==> config.mk <==
export PLATFORM = sky130hd
export DESIGN_NAME = shift_add_mul_ctrl
export DESIGN_NICKNAME = d
export VERILOG_FILES = /design/src/rtl/shift_add_mul_ctrl_pkg.sv /design/src/rtl/shift_add_mul_ctrl_pp_row.sv /design/src/rtl/shift_add_mul_ctrl.sv
export SDC_FILE = /design/constraint.sdc
export NUM_CORES = 1
export LEC_CHECK = 0
export CAP_MARGIN = 10
export CORE_MARGIN = 2
export CORE_UTILIZATION = 55
export CTS_BUF_LIST = sky130_fd_sc_hd__clkbuf_4 sky130_fd_sc_hd__clkbuf_8
export CTS_CLUSTER_DIAMETER = 100
export CTS_CLUSTER_SIZE = 10
export DETAILED_ROUTE_END_ITERATION = 10
export PLACE_DENSITY = 0.93
export SLEW_MARGIN = 20
export SYNTH_ARGS = -nofsm -noshare
export SYNTH_HDL_FRONTEND = slang
export SYNTH_HIERARCHICAL = 1
export SYNTH_SLANG_ARGS = --single-unit
==> constraint.sdc <==
create_clock -name clk -period 2.7 [get_ports clk]
set_clock_uncertainty 0.15 [all_clocks]
set_input_delay 0.405 -clock clk [delete_from_list [all_inputs] [get_ports clk]]
set_output_delay 0.405 -clock clk [all_outputs]
set_load 0.02 [all_outputs]
==> src/rtl/shift_add_mul_ctrl_pkg.sv <==
// Shared FPU definitions: the state encoding for the multiply controller and the
// default mantissa width.
package shift_add_mul_ctrl_pkg;

    localparam int DEFAULT_MANT_W = 8;

    localparam logic [1:0] ST_IDLE = 2'd0;
    localparam logic [1:0] ST_RUN  = 2'd1;
    localparam logic [1:0] ST_DONE = 2'd2;

    typedef enum logic [1:0] {
        S_IDLE = ST_IDLE,
        S_RUN  = ST_RUN,
        S_DONE = ST_DONE
    } state_t;

    // IDLE and DONE are the only states in which a new request may be taken.
    function automatic logic is_ready_state(input state_t s);
        return (s == S_IDLE) || (s == S_DONE);
    endfunction

endpackage

==> src/rtl/shift_add_mul_ctrl_pp_row.sv <==
// One partial-product row: the multiplicand gated by a single multiplier bit.
// Purely combinational; reused every iteration by the multiply controller.
module pp_row #(
    parameter int WIDTH = 8
) (
    input  logic [WIDTH-1:0] a,
    input  logic             b,
    output logic [WIDTH-1:0] c
);

    genvar gi;
    generate
        for (gi = 0; gi < WIDTH; gi++) begin : g_bit
            assign c[gi] = a[gi] & b;
        end
    endgenerate

endmodule

==> src/rtl/shift_add_mul_ctrl.sv <==
// Iterative radix-2 unsigned shift-add multiplier with a start/done handshake.
// One row is accumulated and the {acc_hi,acc_lo} pair shifted right each RUN cycle.
module shift_add_mul_ctrl
    import shift_add_mul_ctrl_pkg::*;
#(
    parameter int WIDTH = DEFAULT_MANT_W,
    parameter int CNT_W = 4
) (
    input  logic               clk,
    input  logic               rst,
    input  logic               start,
    input  logic [WIDTH-1:0]   a,
    input  logic [WIDTH-1:0]   b,
    output logic               ready,
    output logic               busy,
    output logic               done,
    output logic [2*WIDTH-1:0] product
);

    state_t               r_state;
    logic                 r_ready;
    logic                 r_busy;
    logic                 r_done;

    logic [WIDTH-1:0]     r_a;
    logic [WIDTH-1:0]     r_b;
    logic [WIDTH-1:0]     r_acc_hi;
    logic [WIDTH-1:0]     r_acc_lo;
    logic [CNT_W-1:0]     r_cnt;
    logic [2*WIDTH-1:0]   r_product;

    logic [WIDTH-1:0]     w_pp;
    logic [WIDTH:0]       w_sum;
    logic [WIDTH-1:0]     w_acc_hi_next;
    logic [WIDTH-1:0]     w_acc_lo_next;
    logic                 w_accept;
    logic                 w_zero;
    logic                 w_last;

    pp_row #(
        .WIDTH (WIDTH)
    ) u_pp_row (
        .a (r_a),
        .b (r_b[0]),
        .c (w_pp)
    );

    // The extra sum bit keeps the carry; it becomes the MSB of acc_hi after the shift.
    assign w_sum         = {1'b0, r_acc_hi} + {1'b0, w_pp};
    assign w_acc_hi_next = w_sum[WIDTH:1];
    assign w_acc_lo_next = {w_sum[0], r_acc_lo[WIDTH-1:1]};

    assign w_accept = start && is_ready_state(r_state);
    assign w_zero   = (a == '0) || (b == '0);
    assign w_last   = (r_state == S_RUN) && (r_cnt == CNT_W'(WIDTH - 1));

    // Control FSM; handshake outputs are registered alongside the state.
    always_ff @(posedge clk) begin
        if (rst) begin
            r_state <= S_IDLE;
            r_ready <= 1'b1;
            r_busy  <= 1'b0;
            r_done  <= 1'b0;
        end else begin
            case (r_state)
                S_IDLE, S_DONE: begin
                    if (w_accept && w_zero) begin
                        r_state <= S_DONE;
                        r_ready <= 1'b1;
                        r_busy  <= 1'b0;
                        r_done  <= 1'b1;
                    end else if (w_accept) begin
                        r_state <= S_RUN;
                        r_ready <= 1'b0;
                        r_busy  <= 1'b1;
                        r_done  <= 1'b0;
                    end else begin
                        r_state <= S_IDLE;
                        r_ready <= 1'b1;
                        r_busy  <= 1'b0;
                        r_done  <= 1'b0;
                    end
                end
                S_RUN: begin
                    if (w_last) begin
                        r_state <= S_DONE;
                        r_ready <= 1'b1;
                        r_busy  <= 1'b0;
                        r_done  <= 1'b1;
                    end else begin
                        r_state <= S_RUN;
                        r_ready <= 1'b0;
                        r_busy  <= 1'b1;
                        r_done  <= 1'b0;
                    end
                end
                default: begin
                    r_state <= S_IDLE;
                    r_ready <= 1'b1;
                    r_busy  <= 1'b0;
                    r_done  <= 1'b0;
                end
            endcase
        end
    end

    // Datapath: operand latch, accumulator shift and product capture.
    always_ff @(posedge clk) begin
        if (rst) begin
            r_a       <= '0;
            r_b       <= '0;
            r_acc_hi  <= '0;
            r_acc_lo  <= '0;
            r_cnt     <= '0;
            r_product <= '0;
        end else if (w_accept) begin
            r_a      <= a;
            r_b      <= b;
            r_acc_hi <= '0;
            r_acc_lo <= '0;
            r_cnt    <= '0;
            if (w_zero) begin
                r_product <= '0;
            end
        end else if (r_state == S_RUN) begin
            r_acc_hi <= w_acc_hi_next;
            r_acc_lo <= w_acc_lo_next;
            r_b      <= r_b >> 1;
            r_cnt    <= r_cnt + CNT_W'(1);
            // Capture the post-step accumulator so the final row is included.
            if (w_last) begin
                r_product <= {w_acc_hi_next, w_acc_lo_next};
            end
        end
    end

    assign ready   = r_ready;
    assign busy    = r_busy;
    assign done    = r_done;
    assign product = r_product;

endmodule

==> impl_metrics.yaml <==
drt:
  drc: 0
  via_per_inst: 5.811
  routed_wirelength_mm: 5.368
  wl_cell_um: 14.91
  drt_first_pass_iters: 4
  ant_nets: 0
  routed-via-count: 2092
  drt_iter0_markers: 115
setup_path:
  worstReg2RegStart: "r_b[0]$_SDFFE_PP0P_"
  required_ps: 2750
  setup.worst_path.start: "r_b[0]$_SDFFE_PP0P_"
  crit_path_end_kind: "register"
  ff2ff_path_depth: 8
  critical_path_class: "reg2reg"
  reg2reg_setup_slack_ps: 170
  worst_r2r_endpoint: "product[15]$_SDFFE_PP0P_"
  arrival_ps: 2580
  crit_path_max_fanout: 9
  start_kind: "register"
sta:
  setup_viol_count_final: 0
  rsz_0062_raised_after_global_routing: "false"
  final_count_of_pins_violating_max_slew: 0
  fin_crit_ps: 2527
  number_of_endpoints_with_negative_hold_slack_in_the_final_report: 0
  period_share_pct: 93.58
  tightestPinTransition_ps: 563.7
  finalWorstSetupSlack_ps: 173.2
  fmax_ghz: 0.3958
  totalNegativeSetupSlack_ps: 0
  timing.slew.headroom_pct: 62.28
floorplan:
  io-pin-count: 38
  die_h_um: 70.02
  coreArea_um2: 4264
  placement_rows: 24
  initial_util_pct: 56.22
  die-area_um2: 4903
  fp.dieW_um: 70.02
synth:
  yosysSeqAreaShare_pct: 45.09
  synth-warning-count: 6
  synth_flop_cell: "dfxtp_1"
  synth_edf_count: 0
  synth_nets: 304
  synth.top_cell.area_share_pct: 45.09
  yosysTopAreaCell: "dfxtp_1"
  synth_cells: 275
  synth.cell_area_um2: 2397
  synth_area_leaders: "dfxtp_1 (45%), nand2_1 (9.6%), a21oi_1 (5.6%), ha_1 (4.7%), a31o_1 (3.3%)"
  synthDistinctLibCells: 38
  ys_async_sr_fraction_pct: 0
  synth-seq-cells: 54
  most_used_standard_cells_in_the_synthesized_netlist: "nand2_1 (61), dfxtp_1 (54), a21oi_1 (27), nor2_1 (17), clkbuf_1 (14)"
  synth_area_per_cell_um2: 8.717
  post-synth-top-count-cell: "nand2_1"
clocking:
  cts.clk_slew.worst_paths_ps: 90
  post_cts_hold_buffer_count: 0
  cts_buffers: 5
  clock_tree_from_tritoncts: "built"
  cell_at_the_root_of_the_clock_tree: "clkbuf_8"
  cts.repair_timing.setup_buffer_count: 0
  clk_latency_ps: 300
  clock_path_buffers: 2
  tritoncts_num_sinks: 54
  cts_repair_resize_count: 0
  h-tree-depth: 2
worst_hold_path:
  holdPathStages: 2
  hold_class: "reg2reg"
  hp-start: "r_acc_lo[1]$_SDFFE_PP0N_"
  min_delay_worst_endpoint: "r_acc_lo[1]$_SDFFE_PP0N_"
power:
  vdd.ir_drop.worst_v: 0.0003517
  power.density_cell_area_nw_per_um2: 491.0
  leakagePower_nw: 1.141
  total_power_mw: 1.422
global_route:
  antenna_found_initial: 0
  gr-usage-all-layers_pct: 22.57
  grt_pass1_wl_mm: 8.825
  grt_pass1_vias: 1908
  grt_max_degree: 30
  grt-ovfl-total: 0
final_layout:
  share_of_cells_above_drive_strength_1_pct: 6.169
  design.final.nets: 338
  syn_to_final_growth_pct: 20.77
  antennaDiodeCount: 0
job:
  max_cap_violations: 0
placement:
  dp_hpwl_mm: 3.898
  globalplace.congestion: 0.8304
  preCtsSetupSlack_ps: 64.11
  io_port_bufs: 37
status:
  run_status: "finished, final reports clean"
## worst max-delay path by stage
stage               cells after the start  slack, ps                  endpoint
floorplan                               8        280  product[15]$_SDFFE_PP0P_
global placement                        8        200  product[15]$_SDFFE_PP0P_
detailed placement                      8         60  product[15]$_SDFFE_PP0P_
CTS                                     8         60  product[15]$_SDFFE_PP0P_
global route                            8         50  product[15]$_SDFFE_PP0P_
finish                                  8        170  product[15]$_SDFFE_PP0P_
## layout make-up
class | instances | area (um2)
Fill cell | 340 | 1369
Multi-Input combinational cell | 203 | 1240
Sequential cell | 54 | 1081
Timing Repair Buffer | 44 | 422.9
Clock buffer | 6 | 82.58
Tap cell | 52 | 65.06
Inverter | 1 | 3.754
## state kept, by name (all words and copies together) (netlist names)
signal    flops
r_b           8
r_acc_hi      8
r_acc_lo      7
r_state       2
ready         1
r_cnt         4
r_a           8
product      16
## layout by cell type (no fill, tap or decap), types with 2 or more instances in the layout
| cell type | n |
|---|---|
| a32o_1 | 4 |
| a311oi_1 | 7 |
| a31o_1 | 9 |
| clkbuf_8 | 6 |
| a21o_1 | 4 |
| nor3_1 | 4 |
| nand3_1 | 2 |
| buf_4 | 7 |
| nor4_1 | 4 |
| nand2_1 | 61 |
| xnor2_1 | 6 |
| clkdlybuf4s50_1 | 37 |
| and3_1 | 11 |
| ha_1 | 9 |
| nand4_1 | 2 |
| o211ai_1 | 2 |
| a211oi_1 | 2 |
| xor2_1 | 3 |
| and2_1 | 8 |
| or4_1 | 3 |
| dfxtp_1 | 54 |
| nor2b_1 | 3 |
| nand2b_1 | 3 |
| a21oi_1 | 27 |
| nor2_1 | 17 |
## per-stage QoR
step | cell area (um2) | hold WS (ps) | std cells | utilization, %
2_1_floorplan | 2397 | 281.7 | 275 | -
3_3_place_gp | 2806 | 290.7 | 354 | 65.82
3_5_place_dp | 2806 | 293.8 | 354 | 65.82
4_1_cts | 2889 | 304.9 | 360 | 67.75
5_1_grt | 2895 | 332.0 | 360 | 67.90
6_report | 2895 | 301.6 | 360 | 67.90
## cell families (layout without fill, tap and decap cells)
group           after synthesis  count (layout)  share of synthesized area [%]
simple gates                120             120                          23.07
xor+xnor                      9               9                          3.288
buf+inv                      18              51                          3.444
compound gates               63              63                          19.15
flops                        54              54                          45.09
fa+ha+maj                    10              10                          5.532
mux                           1               1                         0.4176
## layer usage
layer	up-vias	GRT usage [%]	share of wire (%)
met4	0	7.051	2.2
met3	21	4.762	4.2
li1	1033	-	-
met1	991	27.68	42
met2	47	39.58	51
met5	-	0	0
## worst max-delay path: stages, from the launching register on
cell	delay, ps
dfxtp_1	380
and2_1	160
ha_1	210
fa_1	400
a21o_1	220
a221oi_2	320
nor2b_1	100
and3_1	180
a311o_1	300
## power breakdown
group | switching, mW | internal [mW] | leakage [nW]
registers | 0.0164 | 0.820 | 0.439
clock network | 0.230 | 0.198 | 0.0431
logic | 0.0904 | 0.0674 | 0.659
total | 0.336 | 1.09 | 1.14
Note: power is estimated with default switching activity, not from simulation.
